### src/rtl/shufflenet_acc_requant.sv
// shufflenet_acc_requant: accumulates product groups and round-shift requantizes to a saturated activation (optional out_ovf via SHUFFLENET_ACC_OVF_EN)
module shufflenet_acc_requant #(
  parameter int PROD_W    = 22,
  parameter int ACC_W     = 32,
  parameter int OUT_W     = 8,
  parameter int SHIFT_W   = 5,
  parameter int MAX_TERMS = 512
) (
  input  logic               ap_clk,
  input  logic               ap_rst,
  input  logic [PROD_W-1:0]  in_prod,
  input  logic               in_last,
  input  logic               in_valid,
  output logic               in_ready,
  input  logic [SHIFT_W-1:0] cfg_shift,
  output logic [OUT_W-1:0]   out_data,
  output logic               out_valid,
  input  logic               out_ready
`ifdef SHUFFLENET_ACC_OVF_EN
  ,
  output logic               out_ovf
`endif
);
  localparam int CW = $clog2(MAX_TERMS) + 1;
  localparam logic [ACC_W:0] ONE = 1;
  typedef enum logic [1:0] {ACC, RQ, HOLD} state_t;
  state_t state_q, state_d;
  logic [ACC_W-1:0] acc_q, acc_d;
  logic [CW-1:0] cnt_q, cnt_d;
  logic [SHIFT_W-1:0] shift_q, shift_d;
  logic [OUT_W-1:0] out_data_q, out_data_d;
  logic out_valid_q, out_valid_d;
  logic beat, first, close, xfer, clamp;
  logic [ACC_W:0] ext, sum, rnd, r;
  assign beat  = in_valid && state_q == ACC;
  assign xfer  = out_valid_q && out_ready;
  assign first = cnt_q == '0;
  assign close = in_last || (cnt_q + CW'(1) == CW'(MAX_TERMS));
  assign ext   = {{(ACC_W-PROD_W+1){1'b0}}, in_prod};
  assign sum   = {1'b0, acc_q} + ext;
  // rounding add is one bit wider than the accumulator so it can never wrap
  assign rnd   = shift_q == '0 ? '0 : ONE << (shift_q - SHIFT_W'(1));
  assign r     = ({1'b0, acc_q} + rnd) >> shift_q;
  assign clamp = |r[ACC_W:OUT_W];
  assign in_ready  = state_q == ACC;
  assign out_data  = out_data_q;
  assign out_valid = out_valid_q;
  // next-state: accumulate beats, requantize for one cycle, hold until taken
  always_comb begin
    state_d     = state_q;
    acc_d       = acc_q;
    cnt_d       = cnt_q;
    shift_d     = shift_q;
    out_data_d  = out_data_q;
    out_valid_d = out_valid_q;
    if (beat) begin
      acc_d   = first ? ext[ACC_W-1:0] : (sum[ACC_W] ? '1 : sum[ACC_W-1:0]);
      shift_d = first ? cfg_shift : shift_q;
      cnt_d   = cnt_q + CW'(1);
      state_d = close ? RQ : ACC;
    end else if (state_q == RQ) begin
      out_data_d  = clamp ? '1 : r[OUT_W-1:0];
      out_valid_d = 1'b1;
      state_d     = HOLD;
    end else if (state_q == HOLD && xfer) begin
      out_valid_d = 1'b0;
      acc_d       = '0;
      cnt_d       = '0;
      state_d     = ACC;
    end
  end
  // state registers, cleared immediately on reset
  always_ff @(posedge ap_clk or posedge ap_rst) begin
    if (ap_rst) begin
      state_q     <= ACC;
      acc_q       <= '0;
      cnt_q       <= '0;
      shift_q     <= '0;
      out_data_q  <= '0;
      out_valid_q <= 1'b0;
    end else begin
      state_q     <= state_d;
      acc_q       <= acc_d;
      cnt_q       <= cnt_d;
      shift_q     <= shift_d;
      out_data_q  <= out_data_d;
      out_valid_q <= out_valid_d;
    end
  end
`ifdef SHUFFLENET_ACC_OVF_EN
  logic sat_q, sat_d, ovf_q, ovf_d;
  assign sat_d   = beat ? (!first && (sat_q || sum[ACC_W])) : (xfer ? 1'b0 : sat_q);
  assign ovf_d   = state_q == RQ ? (sat_q || clamp) : ovf_q;
  assign out_ovf = ovf_q;
  // sticky saturation flag for the open group, latched alongside the result
  always_ff @(posedge ap_clk or posedge ap_rst) begin
    if (ap_rst) begin
      sat_q <= 1'b0;
      ovf_q <= 1'b0;
    end else begin
      sat_q <= sat_d;
      ovf_q <= ovf_d;
    end
  end
`endif
endmodule

### config.mk
export PLATFORM = sky130hd
export DESIGN_NAME = shufflenet_acc_requant
export DESIGN_NICKNAME = d
export VERILOG_FILES = /design/src/rtl/shufflenet_acc_requant.sv
export SDC_FILE = /design/constraint.sdc
export NUM_CORES = 1
export LEC_CHECK = 0
export CORE_MARGIN = 3
export CORE_UTILIZATION = 57
export CTS_BUF_LIST = sky130_fd_sc_hd__clkbuf_8
export CTS_CLUSTER_SIZE = 12
export DETAILED_ROUTE_END_ITERATION = 12
export GPL_TIMING_DRIVEN = 0
export PLACE_DENSITY_LB_ADDON = 0.3
export RECOVER_POWER = 100
export SLEW_MARGIN = 25
export SYNTH_ARGS = -nofsm -noshare
export SYNTH_HDL_FRONTEND = slang
export SYNTH_SLANG_ARGS = --single-unit
export TNS_END_PERCENT = 20
### constraint.sdc
create_clock -name ap_clk -period 4.8 [get_ports ap_clk]
set_clock_uncertainty 0.1 [all_clocks]
set_input_delay 0.48 -clock ap_clk [delete_from_list [all_inputs] [get_ports ap_clk]]
set_output_delay 0.48 -clock ap_clk [all_outputs]
set_load 0.01 [all_outputs]
==> out/summary.txt, run 1 <==
status - finished, violations left
violated checks - max-capacitance violations, max-slew violations, negative setup slack
Vias/cell - 6.65
Num CTS Buffers - 9
Hold Path Class - reg -> reg
Seq/Total Area, Yosys - 0.186
Pins Over Slew Limit - 45
Clock Sinks - 58
fraction of registers with async set/reset - 1.00
Reg clk slew, reported paths - 0.10 ns
CP arrival - 5.15 ns
Hold Crit Start - acc_q[21]
CTS max path bufs - 2
dpl ws - -1.00 ns
R2R depth - 18
Die Span Y - 123 microns
DR WL/cell - 18.7 microns
# setup viols final - 8
vias in the first global route - 7903
hold-critical path endpoint - acc_q[21]
Final WS setup - -0.139 ns
DR pass1 iterations - 6
kind of critical path - reg -> reg
Syn-to-layout area delta - 22.2%
share of cells above drive strength 1 - 0.171
crit-path max FO - 8
worst reg2reg endpoint - out_data[6]
Syn Nets - 1144
antenna violations before repair - 0
LEAKAGE - 3.97 nW
Slew headroom - -0.638
Synth top cells by count - 128 x nor2_1, 110 x o21ai_0, 105 x nand2_1, 77 x a21oi_1, 58 x dfrtp_1
WL final - 24800 microns
Post-Syn Area - 7820 sq um
Hold Path Cell Cnt - 2
IO Count - 42
predominant post-synthesis flop cell - dfrtp_1
slack of the worst reg-to-reg path - -0.14 ns
Rows - 42
GRT Overall Usage - 0.318
Critical Path RT - 5.01 ns
startpoint types - register
Crit path largest cell delay - 0.57 ns
syn_area_per_cell - 7.42 sq um
final core area utilization - 0.716
register bit count reported by yosys - 58
die area - 15200 sq um
core area - 13300 sq um
Final GP Congestion - 0.990
Fillers - 1052
1st-iter DRT viols - 1149
grt total ovfl - 0
crit-path leading delay family - simple AND/OR/NAND/NOR gates
hpwl dp - 17500 microns
Post-route DRC - 0
total number of vias - 8799
Post-Syn Instances - 1054
period utilization - 1.03
area leader, netlist - dfrtp_1
Ant. Diodes - 0
final hold vios - 0
kind of end point of the critical path - register
unrepaired setup endpoints after global routing - yes
H-tree levels - 3
Synthesis Warnings - 0
Hold-fix buffers, CTS - 0
CTS tree - yes
Buf/Inv on CP - 3
Peak Freq - 202 MHz
peak supply drop - 0.000359 V
Yosys cell types - 91
Die X - 123 microns
first-pass GRT wire length - 38800 microns
Reg-to-Reg Start - shift_q[1]
clock root buffer master - clkbuf_8
DRT antenna net count - 0
Post-synth EDFFs - 0
PortBufs - 41
nets - 1233
top-count cell post-synth - nor2_1
top-area cell type share of the netlist area - 0.186
worst slew pin tran - 2.46 ns
Tmin final - 4.94 ns
Worst-Skew Late Latency - 0.39 ns
CP max stage cell - or4_4
largest net degree at the start of global routing - 45
Initial Util - 0.586
max cap viols - 1
Cell Chain, Critical Path - buf_4 > nand2_2 > buf_6 > nor2_1 > ha_2 > nor2_1 > or4_4 > a211oi_4 > o31a_1 > buf_6 > mux2i_4 > a21oi_2 > or4_4 > and4bb_2 > nand4_1 > nand2_4 > a31oi_1 > o21a_1
Synth area leaders - dfrtp_1 19%, ha_1 9.0%, o21ai_0 7.0%, nor2_1 6.1%, nand2_1 5.0%
pwr/cell area - 622 nW/um^2
-- flip-flops by register name, indices dropped and copies added (netlist names) --
| name | count |
|---|---|
| out_valid | 1 |
| state_q | 2 |
| out_data | 8 |
| cnt_q | 10 |
| acc_q | 32 |
| shift_q | 5 |
-- cells in the final DEF (no fill, tap or decap), types with 24 or more instances in the layout --
cell type        count
a21oi_1             71
buf_4               42
clkbuf_1            33
clkdlybuf4s50_1     28
dfrtp_1             53
ha_1                51
inv_1               24
mux2i_1             28
nand2_1             99
nand3_1             29
nor2_1             120
o21ai_0            104
-- worst register-to-register path, cell delays in order (launching register included) --
cell,delay (ns)
dfrtp_2,0.49
buf_4,0.17
nand2_2,0.12
buf_6,0.16
nor2_1,0.07
ha_2,0.40
nor2_1,0.06
or4_4,0.57
a211oi_4,0.39
o31a_1,0.29
buf_6,0.14
mux2i_4,0.29
a21oi_2,0.10
or4_4,0.57
and4bb_2,0.25
nand4_1,0.20
nand2_4,0.17
a31oi_1,0.22
o21a_1,0.13
-- final cells by class --
class / instances / area (sq um) / area share
multi-input cells: 911 / 6500 / 0.680
clock inverters: 6 / 81.3 / 0.00851
well taps: 176 / 220 / 0.0230
inverters: 27 / 113 / 0.0118
plain buffers: 53 / 312 / 0.0326
repair buffers: 83 / 736 / 0.0770
flip-flops and latches: 58 / 1460 / 0.153
clock buffers: 10 / 138 / 0.0144
-- per-layer routing --
layer,GRT usage,share of wire,vias up
met5,0,0,-
met4,0.114,0.033,0
met3,0.0572,0.083,78
met2,0.507,0.46,445
met1,0.434,0.42,4147
li1,-,-,4129
-- metrics by stage --
step                hold WS (ns)  instances  setup TNS, ns  area, sq um  power (W)
floorplan                  0.382       1054              0         7820    0.00368
global placement           0.409       1271          -8.93         8450    0.00456
detailed placement         0.415       1272         -10.06         8480    0.00461
CTS                        0.263       1303         -0.628         9160    0.00548
global route               0.460       1324          -2.76         9550    0.00635
finish                     0.433       1324         -0.998         9550    0.00594
-- worst max-delay path by stage --
stage | from | endpoint | slack (ns) | cells after the start
final | shift_q[1] | out_data[6] | -0.14 | 18
after detailed placement | shift_q[0] | out_data[7] | -1.00 | 18
after global routing | shift_q[2] | out_data[4] | -0.32 | 18
after global placement | shift_q[0] | out_data[1] | -0.98 | 18
after CTS | shift_q[2] | out_data[0] | -0.09 | 18
after floorplan | shift_q[2] | out_data[1] | 0.03 | 18
-- logic make-up (layout without fill, tap and decap cells) --
group / count (synthesis) / count (layout) / synth area share
AO/OA/AOI/OAI: 380 / 380 / 0.326
XOR/XNOR: 34 / 34 / 0.0390
adder cells (fa/ha/maj): 58 / 58 / 0.0947
buffers and inverters: 85 / 179 / 0.0424
flip-flops: 58 / 58 / 0.186
multiplexers: 51 / 51 / 0.0806
other: 1 / 1 / 0.000480
AND/OR/NAND/NOR: 387 / 387 / 0.232
-- report_power, final --
group          switching [W]  internal, W
registers           0.000193     0.000655
logic                0.00266      0.00189
clock network       0.000233     0.000303
total                0.00309      0.00285
-- what timing repair did --
action                                  CTS  global route
endpoints found under the setup margin    8            28
gates resized for setup                  82            70
setup buffers                            18            22
pin swaps                                29            32
gates cloned                              0             1
Note: power is estimated with default switching activity, not from simulation.
==> run 2, diff against run 1 <==
--- a/config.mk
+++ b/config.mk
@@ -5,7 +5,7 @@
 export SDC_FILE = /design/constraint.sdc
 export NUM_CORES = 1
 export LEC_CHECK = 0
-export CORE_MARGIN = 3
+export CORE_MARGIN = 1.5
 export CORE_UTILIZATION = 57
 export CTS_BUF_LIST = sky130_fd_sc_hd__clkbuf_8
 export CTS_CLUSTER_SIZE = 12
==> out/summary.txt, run 2 (synthesized netlist as in run 1, its figures left out) <==
nets - 1244 (+0.89%)
Gate power share - 0.775 (+0.008)
worst slew pin tran - 2.48 ns (+0.0256 ns)
startpoint types - register
share of cells above drive strength 1 - 0.210 (+0.0389)
antenna violations before repair - 0 (unchanged)
largest net degree at the start of global routing - 46 (+2.2%)
hpwl dp - 17500 microns (-0.13%)
Tmin final - 5.07 ns (+0.131 ns)
Die X - 120 microns (-2.4%)
Critical Path RT - 4.97 ns (-0.04 ns)
H-tree levels - 3 (unchanged)
# setup viols final - 8 (unchanged)
1st-iter DRT viols - 1199 (+4.4%)
violated checks - max-capacitance violations, max-slew violations, negative setup slack
Sw Pwr - 0.00326 W (+5.4%)
kind of critical path - reg -> reg
Fillers - 995 (-5.4%)
Finished Cell Area - 9800 sq um (+2.6%)
GRT Overall Usage - 0.341 (+0.0227)
Initial Util - 0.588 (+0.00232)
Rows - 42 (unchanged)
max cap viols - 1 (unchanged)
status - finished, violations left
period utilization - 1.06 (+0.0272)
WHS - 0.430 ns (-0.00303 ns)
clock root buffer master - clkbuf_8
Placed Cells incl. Taps - 1272 (unchanged)
WL final - 26300 microns (+6.0%)
Reg power frac - 0.139 (-0.004)
kind of end point of the critical path - register
Pint - 0.00293 W (+2.8%)
CTS tree - yes
max FFs per register - 32 (unchanged)
Peak Freq - 197 MHz (-2.6%)
core area - 13300 sq um (-0.39%)
DR pass1 iterations - 7 (+1)
post-route insts no fill - 1335 (+0.83%)
dpl ws - -0.963 ns (+0.0380 ns)
Clock Sinks - 58 (unchanged)
CTS max path bufs - 2 (unchanged)
DRT antenna net count - 0 (unchanged)
Slew headroom - -0.655 (-0.0170)
Final WS setup - -0.270 ns (-0.131 ns)
Most flops, register - acc_q
IO Count - 42 (unchanged)
PortBufs - 41 (unchanged)
Ant. Diodes - 0 (unchanged)
commonest non-fill, non-tap cell in the layout - nor2_1
clock share of power - 0.086 (-0.004)
vias in the first global route - 8122 (+2.8%)
pwr/cell area - 631 nW/um^2 (+1.5%)
Die Span Y - 120 microns (-2.4%)
final hold vios - 0 (unchanged)
Pins Over Slew Limit - 46 (+2.2%)
peak supply drop - 0.000359 V (about the same)
Hold Path Class - reg -> reg
Vias/cell - 6.81 (+2.4%)
Num CTS Buffers - 9 (unchanged)
unrepaired setup endpoints after global routing - yes
CP arrival - 5.24 ns (+0.09 ns)
Final GP Congestion - 0.963 (-2.8%)
crit-path max FO - 10 (+2)
total number of vias - 9085 (+3.3%)
DR WL/cell - 19.7 microns (+5.2%)
Worst-Skew Late Latency - 0.39 ns (about the same)
DP Area - 8480 sq um (unchanged)
die area - 14400 sq um (-4.8%)
first-pass GRT wire length - 39800 microns (+2.3%)
LEAKAGE - 4.04 nW (+1.9%)
Reg clk slew, reported paths - 0.07 ns (-0.03 ns)
Syn-to-layout area delta - 25.3%
grt total ovfl - 0 (unchanged)
commonest non-fill, non-tap cells in the layout - 110 x nor2_1, 105 x o21ai_0, 97 x nand2_1
Post-route DRC - 0 (unchanged)
Switching Fraction - 0.527 (+0.00623)
[run 2: metrics by stage]
stage / setup TNS, ns / util / power [W]
3_5_place_dp: -8.95 / 0.638 / 0.00462
3_3_place_gp: -9.08 / 0.636 / 0.00456
5_1_grt: -2.74 / 0.737 / 0.00654
4_1_cts: -0.832 / 0.692 / 0.00548
6_report: -1.90 / 0.737 / 0.00618
2_1_floorplan: 0 / - / 0.00368
[run 2: final timing paths]
check / from / endpoint / slack, ns / cells after the start
min in group asynchronous: ap_rst / out_data[0] / 0.51 / 2
max in group asynchronous: ap_rst / acc_q[29] / 1.35 / 3
setup / recovery: shift_q[0] / out_data[2] / -0.27 / 20
setup reg to reg: shift_q[0] / out_data[2] / -0.27 / 20
hold / removal: acc_q[3] / acc_q[3] / 0.43 / 2
hold reg to reg: acc_q[3] / acc_q[3] / 0.43 / 2
[run 2: layout make-up]
| type | instances | area [sq um] | area share |
|---|---|---|---|
| inverter | 27 | 113 | 0.0115 |
| sequential | 58 | 1460 | 0.149 |
| clock buffer | 10 | 138 | 0.0140 |
| buffer | 52 | 319 | 0.0326 |
| timing repair buffer | 95 | 820 | 0.0836 |
| tap | 176 | 220 | 0.0225 |
| multi-input combinational | 911 | 6650 | 0.679 |
| clock inverter | 6 | 81.3 | 0.00830 |
[run 2: power by group through the flow]
stage               Combinational [W]  Sequential [W]  Clock (W)
global placement              0.00376        0.000802          0
CTS                           0.00412        0.000836   0.000526
floorplan                     0.00290        0.000778          0
detailed placement            0.00381        0.000806          0
finish                        0.00479        0.000862   0.000531
global route                  0.00512        0.000878   0.000544
[run 2: what timing repair did]
action                                  CTS  global route
gates cloned                              0             0
pin swaps                                32            52
hold buffers                              0             0
resized for setup                        92           109
buffers inserted                         21            32
endpoints found under the setup margin    8            28
[run 2: routing by layer]
layer | part of all wire | vias to the layer above | track usage | wire (microns)
met5 | 0 | - | 0 | 0
met4 | 0.052 | 0 | 0.162 | 1380
met3 | 0.095 | 156 | 0.0599 | 2490
met2 | 0.45 | 584 | 0.531 | 11700
met1 | 0.41 | 4190 | 0.459 | 10700
li1 | - | 4155 | - | -
[run 2: critical path, stage by stage, from the launching register on]
cell       delay (ns)
dfrtp_2          0.51
inv_1            0.17
nand2_4          0.16
clkbuf_8         0.24
nor2_1           0.10
ha_4             0.31
o211ai_1         0.16
o21ai_2          0.27
nand3_2          0.14
a311oi_4         0.39
buf_6            0.19
buf_4            0.14
o211ai_1         0.19
a31oi_1          0.34
or4_4            0.19
and4bb_2         0.22
nand4_1          0.15
buf_4            0.19
a211oi_4         0.26
o2111ai_4        0.24
o21a_1           0.26
